**src/rtl/post_sym_align.sv**
```systemverilog
// Sign-tag FIFO that re-applies the input sign (odd/even/complement symmetry) to
// core results. Optional saturation of the folded result: define POST_SYM_SAT_EN.
module post_sym_align #(
    parameter int M         = 4,
    parameter int N         = 8,
    parameter int FUNC_TYPE = 0,
    parameter int DEPTH     = 8,
    localparam int W        = M + N,
    localparam int AW       = $clog2(DEPTH),
    localparam int CW       = AW + 1
) (
    input  logic          clk,
    input  logic          rst,
    input  logic          s_valid,
    output logic          s_ready,
    input  logic          s_sign,
    input  logic          r_valid,
    output logic          r_ready,
    input  logic [W-1:0]  r_data,
    output logic          o_valid,
    input  logic          o_ready,
    output logic [W-1:0]  o_data,
    output logic [CW-1:0] count
);

    localparam logic [W:0] ONE = {{W{1'b0}}, 1'b1} << N;

    logic          tag_mem_reg [DEPTH];
    logic [AW-1:0] wr_ptr_reg, rd_ptr_reg;
    logic [CW-1:0] count_reg, count_next;
    logic          o_valid_reg;
    logic [W-1:0]  o_data_reg;

    logic          push, pop, head_sign;
    logic [W:0]    ext, res;
    logic [W-1:0]  fold_w;

    assign s_ready = (count_reg != CW'(DEPTH));
    assign r_ready = (count_reg != '0) && (!o_valid_reg || o_ready);
    assign push    = s_valid && s_ready;
    assign pop     = r_valid && r_ready;

    assign head_sign = tag_mem_reg[rd_ptr_reg];
    assign o_valid   = o_valid_reg;
    assign o_data    = o_data_reg;
    assign count     = count_reg;

    always_comb begin
        count_next = count_reg;
        if (push && !pop)
            count_next = count_reg + CW'(1);
        else if (pop && !push)
            count_next = count_reg - CW'(1);
    end

    // Fold in W+1 bits so negation of the most negative value and ONE - x stay exact.
    always_comb begin
        ext = {r_data[W-1], r_data};
        res = ext;
        case (FUNC_TYPE)
            0:       res = head_sign ? ((W+1)'(0) - ext) : ext;
            2:       res = head_sign ? (ONE - ext) : ext;
            default: res = ext;
        endcase
    end

`ifdef POST_SYM_SAT_EN
    always_comb begin
        fold_w = res[W-1:0];
        if (res[W] != res[W-1])
            fold_w = res[W] ? {1'b1, {(W-1){1'b0}}} : {1'b0, {(W-1){1'b1}}};
    end
`else
    logic unused_msb;
    assign unused_msb = res[W];
    assign fold_w     = res[W-1:0];
`endif

    // Tag storage carries no reset; only the pointers and count define validity.
    always_ff @(posedge clk) begin
        if (push)
            tag_mem_reg[wr_ptr_reg] <= s_sign;
    end

    always_ff @(posedge clk or posedge rst) begin
        if (rst) begin
            wr_ptr_reg  <= '0;
            rd_ptr_reg  <= '0;
            count_reg   <= '0;
            o_valid_reg <= 1'b0;
            o_data_reg  <= '0;
        end else begin
            if (push)
                wr_ptr_reg <= wr_ptr_reg + AW'(1);
            if (pop)
                rd_ptr_reg <= rd_ptr_reg + AW'(1);
            count_reg <= count_next;
            if (pop) begin
                o_valid_reg <= 1'b1;
                o_data_reg  <= fold_w;
            end else if (o_ready) begin
                o_valid_reg <= 1'b0;
            end
        end
    end

endmodule

```
**config.mk**
```make
export PLATFORM = sky130hd
export DESIGN_NAME = post_sym_align
export DESIGN_NICKNAME = d
export VERILOG_FILES = /design/src/rtl/post_sym_align.sv
export SDC_FILE = /design/constraint.sdc
export NUM_CORES = 1
export LEC_CHECK = 0
export CAP_MARGIN = 10
export CORE_AREA = 8 8 69 71
export DETAILED_ROUTE_END_ITERATION = 8
export DIE_AREA = 0 0 77 79
export HOLD_SLACK_MARGIN = 0.06
export PLACE_DENSITY = 0.84
export SLEW_MARGIN = 20
export SYNTH_ARGS = -nofsm -noshare
export SYNTH_HDL_FRONTEND = slang
export SYNTH_SLANG_ARGS = --single-unit
```
**constraint.sdc**
```tcl
create_clock -name clk -period 2.47 [get_ports clk]
set_input_delay 0.494 -clock clk [delete_from_list [all_inputs] [get_ports clk]]
set_output_delay 0.494 -clock clk [all_outputs]
set_load 0.01 [all_outputs]
```
* Word-level counts from Yosys, hierarchy flattened
Memories as Yosys holds them, arrays and structs flattened.
Cells that the tools add are included.
Widths: inputs -> output; s select.
** Word-level totals
- Flip-flop bits (word level) :: 23
- RAM bits :: 8
- Memories :: 1
- Output and inout port bits :: 19
- Logic and storage cells :: 31
** Memories
- tag_mem_reg :: words 8, width 1, read ports 1, clocked after memory_dff 0, write ports 1, line 28 : logic tag_mem_reg [DEPTH];
** Operators by class
- Reduce and logical (&&, ||, !) cells :: 12
- Equality and inequality tests :: 1
- $add $sub $neg :: 5
- Muxes and demuxes :: 7
** Operator list (number)
- $mux 12 :: 1
- $sub 1x12->12 const A :: 1
- $mux 4 :: 2
- $add 3x1->3 const B :: 2
- $logic_and 1x1->1 :: 5
- $add 4x1->4 const B :: 1
- $mux 1 :: 4
- $ne 4x4->1 const B :: 1
- $reduce_bool 2->1 :: 2
- $reduce_bool 4->1 :: 1
- $sub 4x1->4 const B :: 1
- $logic_not 1->1 :: 3
- $logic_or 1x1->1 :: 1

* Logic depth before layout (Yosys ltp)
- Depth in word-level cells :: 7
- Gate-level depth with buffers :: 12
- Depth with buffers taken out :: 12

* Worst setup path before layout
No wires, ideal clock.
- Kind :: flip-flop to flip-flop
- From :: reg count_reg[0] (netlist: count[0])
- To :: reg count_reg[3] (netlist: count[3])
- Arrival time :: 2.541 ns
- Clock period less this slack :: 2.664 ns
- Data required time :: 2.348 ns
- Library setup time :: 0.122 ns
- Slack :: -0.194 ns
- Path buffers :: 1
- Cell stages (with the launch flop) :: 13
- Cell sequence :: dfrtp_1 nor3_1 a2bb2oi_1 nand2_1 clkbuf_1 ha_1 inv_1 ha_1 a21o_1 a21oi_1 xnor2_1 nor2_1 xnor2_1
** On the way
- Word-level cells in the longest chain between the ends :: 6
- Elaborated cells on any way between the ends :: 14
- Classes of those cells :: add/sub: 2; eq/ne: 1; mux: 2; reduce/logical: 9
** RTL lines
- from (decl) :: line 30 : logic [CW-1:0] count_reg, count_next;
- from (signal assigned) :: line 97 : count_reg <= count_next;
- $reduce_bool 4->1 (*) :: line 39 : assign r_ready = (count_reg != '0) && (!o_valid_reg || o_ready);
- $logic_and 1x1->1 (*) :: line 39
- named net r_ready :: line 18 : output logic r_ready,
- $logic_and 1x1->1 (*) :: line 41 : assign pop = r_valid && r_ready;
- $logic_not 1->1 :: line 50 : if (push && !pop)
- $logic_and 1x1->1 :: line 50
- $mux 4 or $reduce_bool 2->1 (tied branches)
Mark *: on every way through the listed nets, which the timed path passes. The rest lies on a longest branch. The select of a mux whose other input is x is not followed.
A chain may end at the register's enable or synchronous reset.

* Worst setup path in the final report
- From :: in o_ready
- To :: out r_ready
** On the way
- Word-level cells in the longest chain between the ends :: 2
** RTL lines
- from (decl) :: line 21 : input logic o_ready,
- $logic_or 1x1->1 :: line 39
- $logic_and 1x1->1 :: line 39
- to (decl) :: line 18
No other way between the ends.

==> results.toml <==
[cts]
postCtsHoldBufs = 0
insertion_delay_ns = 0.28
ctsResizeCount = 0
clk_pin_slew_ns = 0.07
cts_tree = "yes"
root_buffer = "clkbuf_8"
cts-buffers-inserted = 5
cts_num_sinks = 31
post_cts_buffers = 0
clockBufferDepth = 2
h-tree-depth = 2

[timing]
hold_violations = 0
skew_ns = 0.00830
timing.final.crit_share_pct = 93.7
tightest_slew_ns = 0.594
hold-worst-slack_ns = 0.483
rsz0062_at_grt = "no"
finalCriticalPeriod_ns = 2.32
report.final.slew_viol_count = 0
setup_violations = 0
maxSlewHeadroom_pct = 59.6
fmax_mhz = 432

[worst_setup_path]
regToRegSetupSlack_ns = 0.23
cp_slowest_cell = "clkdlybuf4s50_1"
path_common_cell = "clkdlybuf4s50_1"
path_cells = "clkdlybuf4s50_1 -> a2bb2oi_2 -> buf_4 -> clkdlybuf4s50_1"
worstSetupPathType = "input port to primary output"
crit_path_max_fanout = 2
path_delay_family = "buffers and inverters"
critPathRequiredTime_ns = 1.98
cpPeakStageDelay_ns = 0.53
end_kind = "primary output"
cp_num_buf_inv = 3
worstPathArrival_ns = 1.82
crit_path_start_kind = "input port"

[drt]
initialDrtViolationCount = 81
wire_per_inst_um = 14.2
vias_per_cell = 4.88
ant_nets = 0
detail_route.wirelength_mm = 3.48
via_count = 1196
drc_errors = 0
drt_pass1_iterations = 4

[layout]
syn2layout_area_growth_pct = 36.3
nets = 219
regArea_sq_um = 817
n_antenna_cell = 0
drive_gt1_share_pct = 10.3
multiInputGateArea_sq_um = 704
nFillCells = 337
fin_util_pct = 55.8
largest_register_ffs = 12
fin_area_sq_mm = 0.00212

[place]
dp_hpwl_mm = 2.62
gp_congestion = 0.807
dpl_cell_area_sq_mm = 0.00203
io_buffers = 36

[die]
core_area_sq_mm = 0.00380
die_height_um = 79
start_util_pct = 40.9
fp.dieW_um = 77
dieArea_sq_mm = 0.00608
placementRows = 23
ios = 37

[power]
p_per_area_mw_per_mm2 = 1220
cellLeakagePower_nw = 0.879
peakVddDrop_mv = 0.647

[synthesis]
postSynthCellCount = 146
synth_cell_types = 26
ys_ff_latch = 31
synth_area_per_cell_sq_um = 10.6
netlist_area_sq_mm = 0.00155
seq_area_frac_synth_pct = 52.5
ys_warn_count = 0
syn-num-nets = 171

[global_route]
antenna_found_initial = 0
gr-total-overflow = 0
grt_max_degree = 28
grt.total_usage_pct = 12.0
grt_pass1_wl_mm = 5.84
grt_pass1_vias = 1262

[hold_path]
hold_class = "flop to flop"

[run_status]
status = "completed"

[job]
cap_violations = 0
==> path summary, 6_finish.rpt <==
path | startpoint | endpoint | cells after the start
worst max-delay path | o_ready | r_ready | 4
worst min-delay path | o_data[0] | o_data[0] | 2
worst max register to register | count[1] | count[3] | 12
worst min register to register | o_data[0] | o_data[0] | 2
max in group asynchronous | rst | count[1] | 3
min in group asynchronous | rst | o_data[2] | 3
==> final cells by class <==
type / instances / area share [%]
multi-input combinational: 103 / 33.3
clock inverter: 2 / 0.354
inverter: 9 / 1.59
tap: 50 / 2.95
timing repair buffer: 44 / 19.8
clock buffer: 6 / 3.43
sequential: 31 / 38.6
==> tightest hold or removal path, delay by kind of cell, from the launching register on <==
kind | cells | cell delay [ns]
flops | 1 | 0.34
compound gates | 1 | 0.06
simple gates | 1 | 0.04
==> synth_stat cells <==
library cell / count / area [sq um]
nor2_1: 12 / 45.0
nor4_1: 2 / 12.5
dfrtp_1: 23 / 576
fa_1: 1 / 20.0
nand2b_1: 3 / 18.8
mux2i_1: 1 / 10.0
mux4_1: 2 / 52.6
ha_1: 6 / 75.1
mux2_2: 2 / 22.5
edfxtp_1: 8 / 240
a21o_1: 1 / 7.51
clkbuf_1: 1 / 3.75
o21ai_0: 8 / 40.0
a21oi_1: 4 / 20.0
mux2i_2: 1 / 13.8
nand2_1: 24 / 90.1
inv_1: 9 / 33.8
a41oi_1: 1 / 8.76
a2bb2oi_1: 1 / 8.76
buf_2: 1 / 5.00
xnor2_1: 17 / 149
o21ai_1: 6 / 30.0
a31oi_1: 4 / 25.0
nor3_1: 6 / 30.0
nand3_1: 1 / 5.00
buf_6: 1 / 11.3
==> stage by stage <==
step                      std cells  power [mW]  setup slack, ns  TNS, ns
after floorplan                 146        1.71           0.0370        0
after detailed placement        237        2.21          -0.0377  -0.0377
after global placement          237        2.16          0.00859        0
after CTS                       245        2.59            0.136        0
after global routing            245        2.80           0.0211        0
final                           245        2.58            0.154        0
==> cell usage in the layout (no fill, tap or decap), drive strengths merged, types with 2 or more instances in the layout <==
cell type,netlist,routed
dfrtp,23,23
xnor2,17,17
nor4,2,2
edfxtp,8,8
clkdlybuf4s50,0,36
a21oi,4,4
o21ai,14,14
nor3,6,6
mux2,2,2
mux2i,2,2
inv,9,9
nand2,24,24
clkinv,0,2
mux4,2,2
nand2b,3,3
ha,6,6
nor2,12,12
a31oi,4,4
clkbuf,1,6
buf,2,8
==> kinds of logic (layout without fill, tap and decap cells) <==
family | count (synthesis) | in the layout | synth area share [%]
flip-flops | 31 | 31 | 52.5
XOR/XNOR | 17 | 17 | 9.58
AND/OR/NAND/NOR | 48 | 48 | 13.0
adder cells (fa/ha/maj) | 7 | 7 | 6.12
AO/OA/AOI/OAI | 25 | 25 | 9.02
buffers and inverters | 12 | 61 | 3.46
multiplexers | 6 | 6 | 6.36
==> power by group <==
group / switching (mW) / internal, mW / leakage, nW
registers: 0.172 / 0.737 / 0.349
clock network: 0.175 / 0.192 / 0.0403
logic: 0.585 / 0.715 / 0.489
total: 0.933 / 1.64 / 0.879
==> layer usage <==
layer	part of all wire, %	track usage [%]	wire length (um)	vias to the layer above
met5	0	0	0	-
met3	5.4	3.84	189	5
met4	1.2	6.23	42	0
met1	45	14.0	1550	556
li1	-	-	-	595
met2	49	19.5	1700	40
Power figures use the tool's default switching activity.
==> edit 1 (same flow settings) <==
Add a define of `POST_SYM_SAT_EN`.
--- a/src/rtl/post_sym_align.sv
+++ b/src/rtl/post_sym_align.sv
@@ -1,5 +1,7 @@
 // Sign-tag FIFO that re-applies the input sign (odd/even/complement symmetry) to
 // core results. Optional saturation of the folded result: define POST_SYM_SAT_EN.
+`define POST_SYM_SAT_EN
+
 module post_sym_align #(
     parameter int M         = 4,
     parameter int N         = 8,
Formal check against the unedited RTL: not equivalent (a bounded check fails within 4 cycles, from zero or initial values and one cycle with rst high).
==> edit 1 against the original RTL <==
  * Clock power increased by 6.3%
  * Setup slack got worse by 0.069 ns
  * Power increased by 5.5%
  * Sequential cell count unchanged
  * Area after synthesis increased by 15%
  * Count of clock-buffer cells in the layout decreased by 1
  * Synthesized cell count increased by 19%
  * First-iteration DRC count increased by 38%
  * Final area increased by 19%
  * Sequential power increased by 2.5%
  * Combinational power increased by 7%
  * Routed wire length increased by 23%
  * Critical endpoint is now count[3]
  * Highest routed layer unchanged
==> edit 1: results (changes against the original RTL) <==
| Metric | Value |
|---|---|
| Result of the run | `completed` |
| Distinct cell type count after synthesis | `42 (+62%)` |
| Cell types occupying the most area after synthesis | `dfrtp_1 (32%), edfxtp_1 (13%), nor2_1 (4.8%)` |
| Critical-path maximum fanout | `2 (unchanged)` |
| Via density per instance | `5.272 (+8.0%)` |
| Largest net degree at the start of global routing | `24 (-14%)` |
| Number of enable flip-flop cells after synthesis | `8 (unchanged)` |
| Number of design-rule violations left by the first detailed-router iteration | `112 (+38%)` |
| Switching power share of the total | `37.04% (+0.82 points)` |
| Sequential cell area fraction in the yosys report | `45.72% (-6.8 points)` |
| Net count reported at finish | `268 (+22%)` |
| Critical Path AT | `2.56 ns (+0.74 ns)` |
| Placement Setup Slack | `-0.1913 ns (-0.1535 ns)` |
| Synth Net Count | `199 (+16%)` |
| Count of fill cells added during filler insertion | `321 (-4.7%)` |
| Peak supply drop | `0.7742 mV (+20%)` |
| Worst hold path class | `reg2reg` |
| TritonCTS buffer count | `5 (unchanged)` |
| Share of cells above drive strength 1 | `25.00% (+15 points)` |
| Share of flip-flops with an asynchronous set or reset after synthesis | `74.19% (unchanged)` |
| Leakage power summed over all cells | `1.037 nW (+18%)` |
| Max transition margin | `71.95% (+12 points)` |
| Wire length of the first global-routing pass | `7327 um (+25%)` |
| Top flip-flop cell by instance count after synthesis | `dfrtp_1` |
| Largest incremental delay on the critical path | `0.45 ns (-0.08 ns)` |
| Sum of routed wire length over all layers | `4275 um (+23%)` |
| Leading post-synthesis cells by instance count | `dfrtp_1 (23), nor2_1 (23), nand2_1 (17), a21oi_1 (11)` |
| Worst Skew | `0.005901 ns (-0.002395 ns)` |
| Global-route usage over all layers | `14.71% (+2.7 points)` |
| Number of inserted diodes | `0 (unchanged)` |
| Clock root cell | `clkbuf_8` |
| Placed wire-length estimate | `3158 um (+21%)` |
| Routability-driven placement congestion ratio | `0.9245 (+15%)` |
[edit 1: changes by cell type in the layout (fill, tap and decap cells not counted), moves of 3 or more]
cell and change:
clkinv_2 +3, nor4_4 +3, nor2_1 +11, o21ai_1 -6, nand3_1 +4, nand2_1 -6, a21oi_1 +5, buf_4 +23
xnor2_1 -10, a31oi_1 +4
[edit 1: logic make-up after synthesis]
group                    count (synthesis)  synth area share, %
AND/OR/NAND/NOR                         70                21.67
buffers and inverters                   13                3.225
flip-flops                              31                45.72
XOR/XNOR                                 9                4.418
multiplexers                             9                7.714
adder cells (fa/ha/maj)                  7                5.330
AO/OA/AOI/OAI                           35                11.92
[edit 1: critical path, delay by kind of cell]
family / cells / cell delay, ns
buf+inv: 4 / 0.63
compound gates: 3 / 0.52
xor+xnor: 2 / 0.27
fa+ha+maj: 2 / 0.39
simple gates: 2 / 0.25
[edit 1: timing repair]
item | in CTS | in global routing
hold buffers | 0 | 0
resized for setup | 0 | 4
setup endpoints to repair | 0 | 1
[edit 1: path summary, 6_finish.rpt]
| path | startpoint | to | slack (ns) | depth (start not counted) |
|---|---|---|---|---|
| max in group asynchronous | rst | count[0] | 1.67 | 3 |
| min reg2reg | rd_ptr_reg[2] | rd_ptr_reg[2] | 0.51 | 1 |
| min in group asynchronous | rst | wr_ptr_reg[2] | 0.55 | 3 |
| min | rd_ptr_reg[2] | rd_ptr_reg[2] | 0.51 | 1 |
| max reg2reg | count[1] | count[3] | 0.13 | 12 |
| max | o_ready | count[3] | 0.09 | 13 |
[edit 1: through the flow]
stage	hold WS (ns)	instance area [um2]	instances	utilization [%]
after floorplan	0.4716	1797	174	-
after global placement	0.4855	2421	286	63.74
after detailed placement	0.4983	2421	286	63.74
after CTS	0.5135	2505	294	65.94
after global routing	0.5258	2526	294	66.50
final	0.5068	2526	294	66.50
[edit 1: area by class of cell]
class | instances | share of cell area [%]
well taps | 50 | 2.476
clock inverters | 3 | 0.5944
multi-input cells | 130 | 37.15
inverters | 8 | 1.189
clock buffers | 5 | 2.724
flip-flops and latches | 31 | 32.39
repair buffers | 67 | 23.48
[edit 1: power groups by stage]
stage	Combinational [mW]	Clock (mW)	Sequential (mW)
detailed placement	1.39	0	0.922
finish	1.39	0.390	0.932
CTS	1.40	0.404	0.914
global route	1.55	0.418	0.966
floorplan	0.732	0	0.964
global placement	1.36	0	0.916
[edit 1: per-layer routing]
| layer | track usage (%) | wire length [um] | vias to the layer above |
|---|---|---|---|
| li1 | - | - | 763 |
| met4 | 6.604 | 73 | 0 |
| met2 | 24.13 | 2012 | 56 |
| met1 | 17.07 | 1848 | 723 |
| met5 | 0 | 0 | - |
| met3 | 5.192 | 341 | 8 |
==> edit 2 (config.mk and constraints unchanged) <==
Without the edit above. Reset style: synchronous (`rst`), changed in one clocked block.
--- a/src/rtl/post_sym_align.sv
+++ b/src/rtl/post_sym_align.sv
@@ -82,7 +82,7 @@
             tag_mem_reg[wr_ptr_reg] <= s_sign;
     end
 
-    always_ff @(posedge clk or posedge rst) begin
+    always_ff @(posedge clk) begin
         if (rst) begin
             wr_ptr_reg  <= '0;
             rd_ptr_reg  <= '0;
Formal check against the unedited RTL: differs if rst is asserted again (counterexample within 4 cycles, from zero or initial values and one cycle with rst high); with rst held inactive, the same outputs for 10 cycles.
==> edit 2 against the original RTL <==
  * Sequential share of layout area down 4.7 points
  * Routed wire length up 1.8%
  * Synthesized cell count up 15%
  * Power down 9.7%
  * Sequential cell count up 3
  * Largest power group unchanged
  * Setup slack worse by 0.095 ns
  * Final area up 7.3%
  * Critical endpoint is now count[3]
  * Area after synthesis up 6.2%
==> edit 2: results (changes against the original RTL) <==
| Metric | Value |
|---|---|
| Sum of routed wire length over all layers | `3548 um (+1.8%)` |
| Source of the worst hold timing path | `o_data[7]` |
| Routability-driven placement congestion ratio | `0.8400 (+4.1%)` |
| Syn_area_per_cell | `9.823 um2 (-7.7%)` |
| Placement Setup Slack | `-0.2299 ns (-0.1922 ns)` |
| Top flip-flop cell by instance count after synthesis | `dfxtp_1` |
| Sequential cell area fraction in the yosys report | `46.10% (-6.4 points)` |
| Placed wire-length estimate | `2677 um (+2.3%)` |
| Vias post-DR | `1394 (+17%)` |
| Routing usage on met1 | `12.67% (-1.3 points)` |
| Peak supply drop | `0.7435 mV (+15%)` |
| Critical-path maximum fanout | `3 (+1)` |
| GR Layer Usage met2 | `19.37% (-0.17 points)` |
| Count of placed standard cells including taps | `257 (+8.4%)` |
| Critical Path RT | `2.64 ns (+0.66 ns)` |
| Routed length on met3 | `182 um (-3.7%)` |
| Number of design-rule violations left by the first detailed-router iteration | `131 (+62%)` |
| Number of buffers added for setup after CTS | `0 (unchanged)` |
| Count of fill cells added during filler insertion | `340 (+0.89%)` |
| Result of the run | `completed` |
| WHS | `0.4965 ns (+0.01369 ns)` |
| Max FFs per register | `12 (unchanged)` |
| Global-route usage over all layers | `11.72% (-0.28 points)` |
| Net count reported at finish | `239 (+9.1%)` |
| WHS Endpoint | `o_data[7]` |
| Met2 wire len | `1698 um (-0.18%)` |
| Cell types occupying the most area after synthesis | `dfxtp_1 (32%), edfxtp_1 (15%), nor2_1 (7.1%)` |
| Share of flip-flops with an asynchronous set or reset after synthesis | `0% (-74 points)` |
| Worst Skew | `0.003860 ns (-0.004436 ns)` |
| Leakage power summed over all cells | `0.8422 nW (-4.2%)` |
| Largest net degree at the start of global routing | `29 (+3.6%)` |
| Synth Net Count | `193 (+13%)` |
| Cell area reported after detailed placement | `2191 um2 (+7.9%)` |
| Distinct cell type count after synthesis | `35 (+35%)` |
| Number of global-route vias before repair | `1336 (+5.9%)` |
| Number of stages on the worst hold path | `2 (unchanged)` |
| M3 GR Usage | `4.402% (+0.56 points)` |
| Leading post-synthesis cells by instance count | `nor2_1 (31), dfxtp_1 (26), a311oi_1 (9), or3_1 (9)` |
| Share of cells above drive strength 1 | `15.81% (+5.6 points)` |
| Reg-to-Reg Start | `count[1]` |
| Worst reg-to-reg path cell count | `10 (-2)` |
| Measured slew at the worst slew-check pin | `0.2885 ns (-0.3052 ns)` |
-- edit 2: worst max-delay path: stages --
cell             delay, ns
clkdlybuf4s50_1       0.46
nor2b_1               0.07
nor3b_4               0.20
inv_1                 0.10
ha_4                  0.18
inv_4                 0.06
ha_4                  0.19
a21o_1                0.16
a21oi_2               0.13
mux2i_1               0.20
mux2_2                0.34
-- edit 2: power by group --
| part | internal (mW) | leakage, nW | switching [mW] |
|---|---|---|---|
| clock | 0.188 | 0.0407 | 0.183 |
| sequential | 0.725 | 0.288 | 0.0886 |
| combinational | 0.616 | 0.514 | 0.526 |
| total | 1.53 | 0.842 | 0.797 |
-- edit 2: repair_timing --
action	4_1_cts	5_1_grt
endpoints found under the setup margin	0	1
endpoints found under the hold margin	0	0
gates resized for setup	0	1
hold buffers	0	0
-- edit 2: worst max-delay path by stage --
stage / endpoint / slack [ns] / depth (start not counted)
6_report: count[3] / 0.06 / 11
5_1_grt: count[3] / -0.03 / 10
3_5_place_dp: count[3] / -0.23 / 11
2_1_floorplan: count[3] / -0.05 / 11
3_3_place_gp: count[3] / -0.18 / 11
4_1_cts: count[3] / 0.07 / 10
-- edit 2: cell type report --
type	instances	area, um2	share of cell area, %
Tap cell	50	62.56	2.752
Inverter	5	23.77	1.046
Multi-Input combinational cell	119	879.6	38.69
Clock buffer	5	68.82	3.027
Clock inverter	3	11.26	0.4953
Timing Repair Buffer	49	457.9	20.14
Sequential cell	34	769.5	33.85
-- edit 2: kinds of logic after synthesis --
logic type / Yosys count / synth area share (%)
and+or+nand+nor: 69 / 21.00
DFF: 34 / 46.10
adders and majority gates: 7 / 5.762
xor gates and xnor gates: 5 / 2.654
muxes: 11 / 8.719
AOI/OAI and AO/OA: 27 / 11.15
buffers and inverters: 15 / 4.625
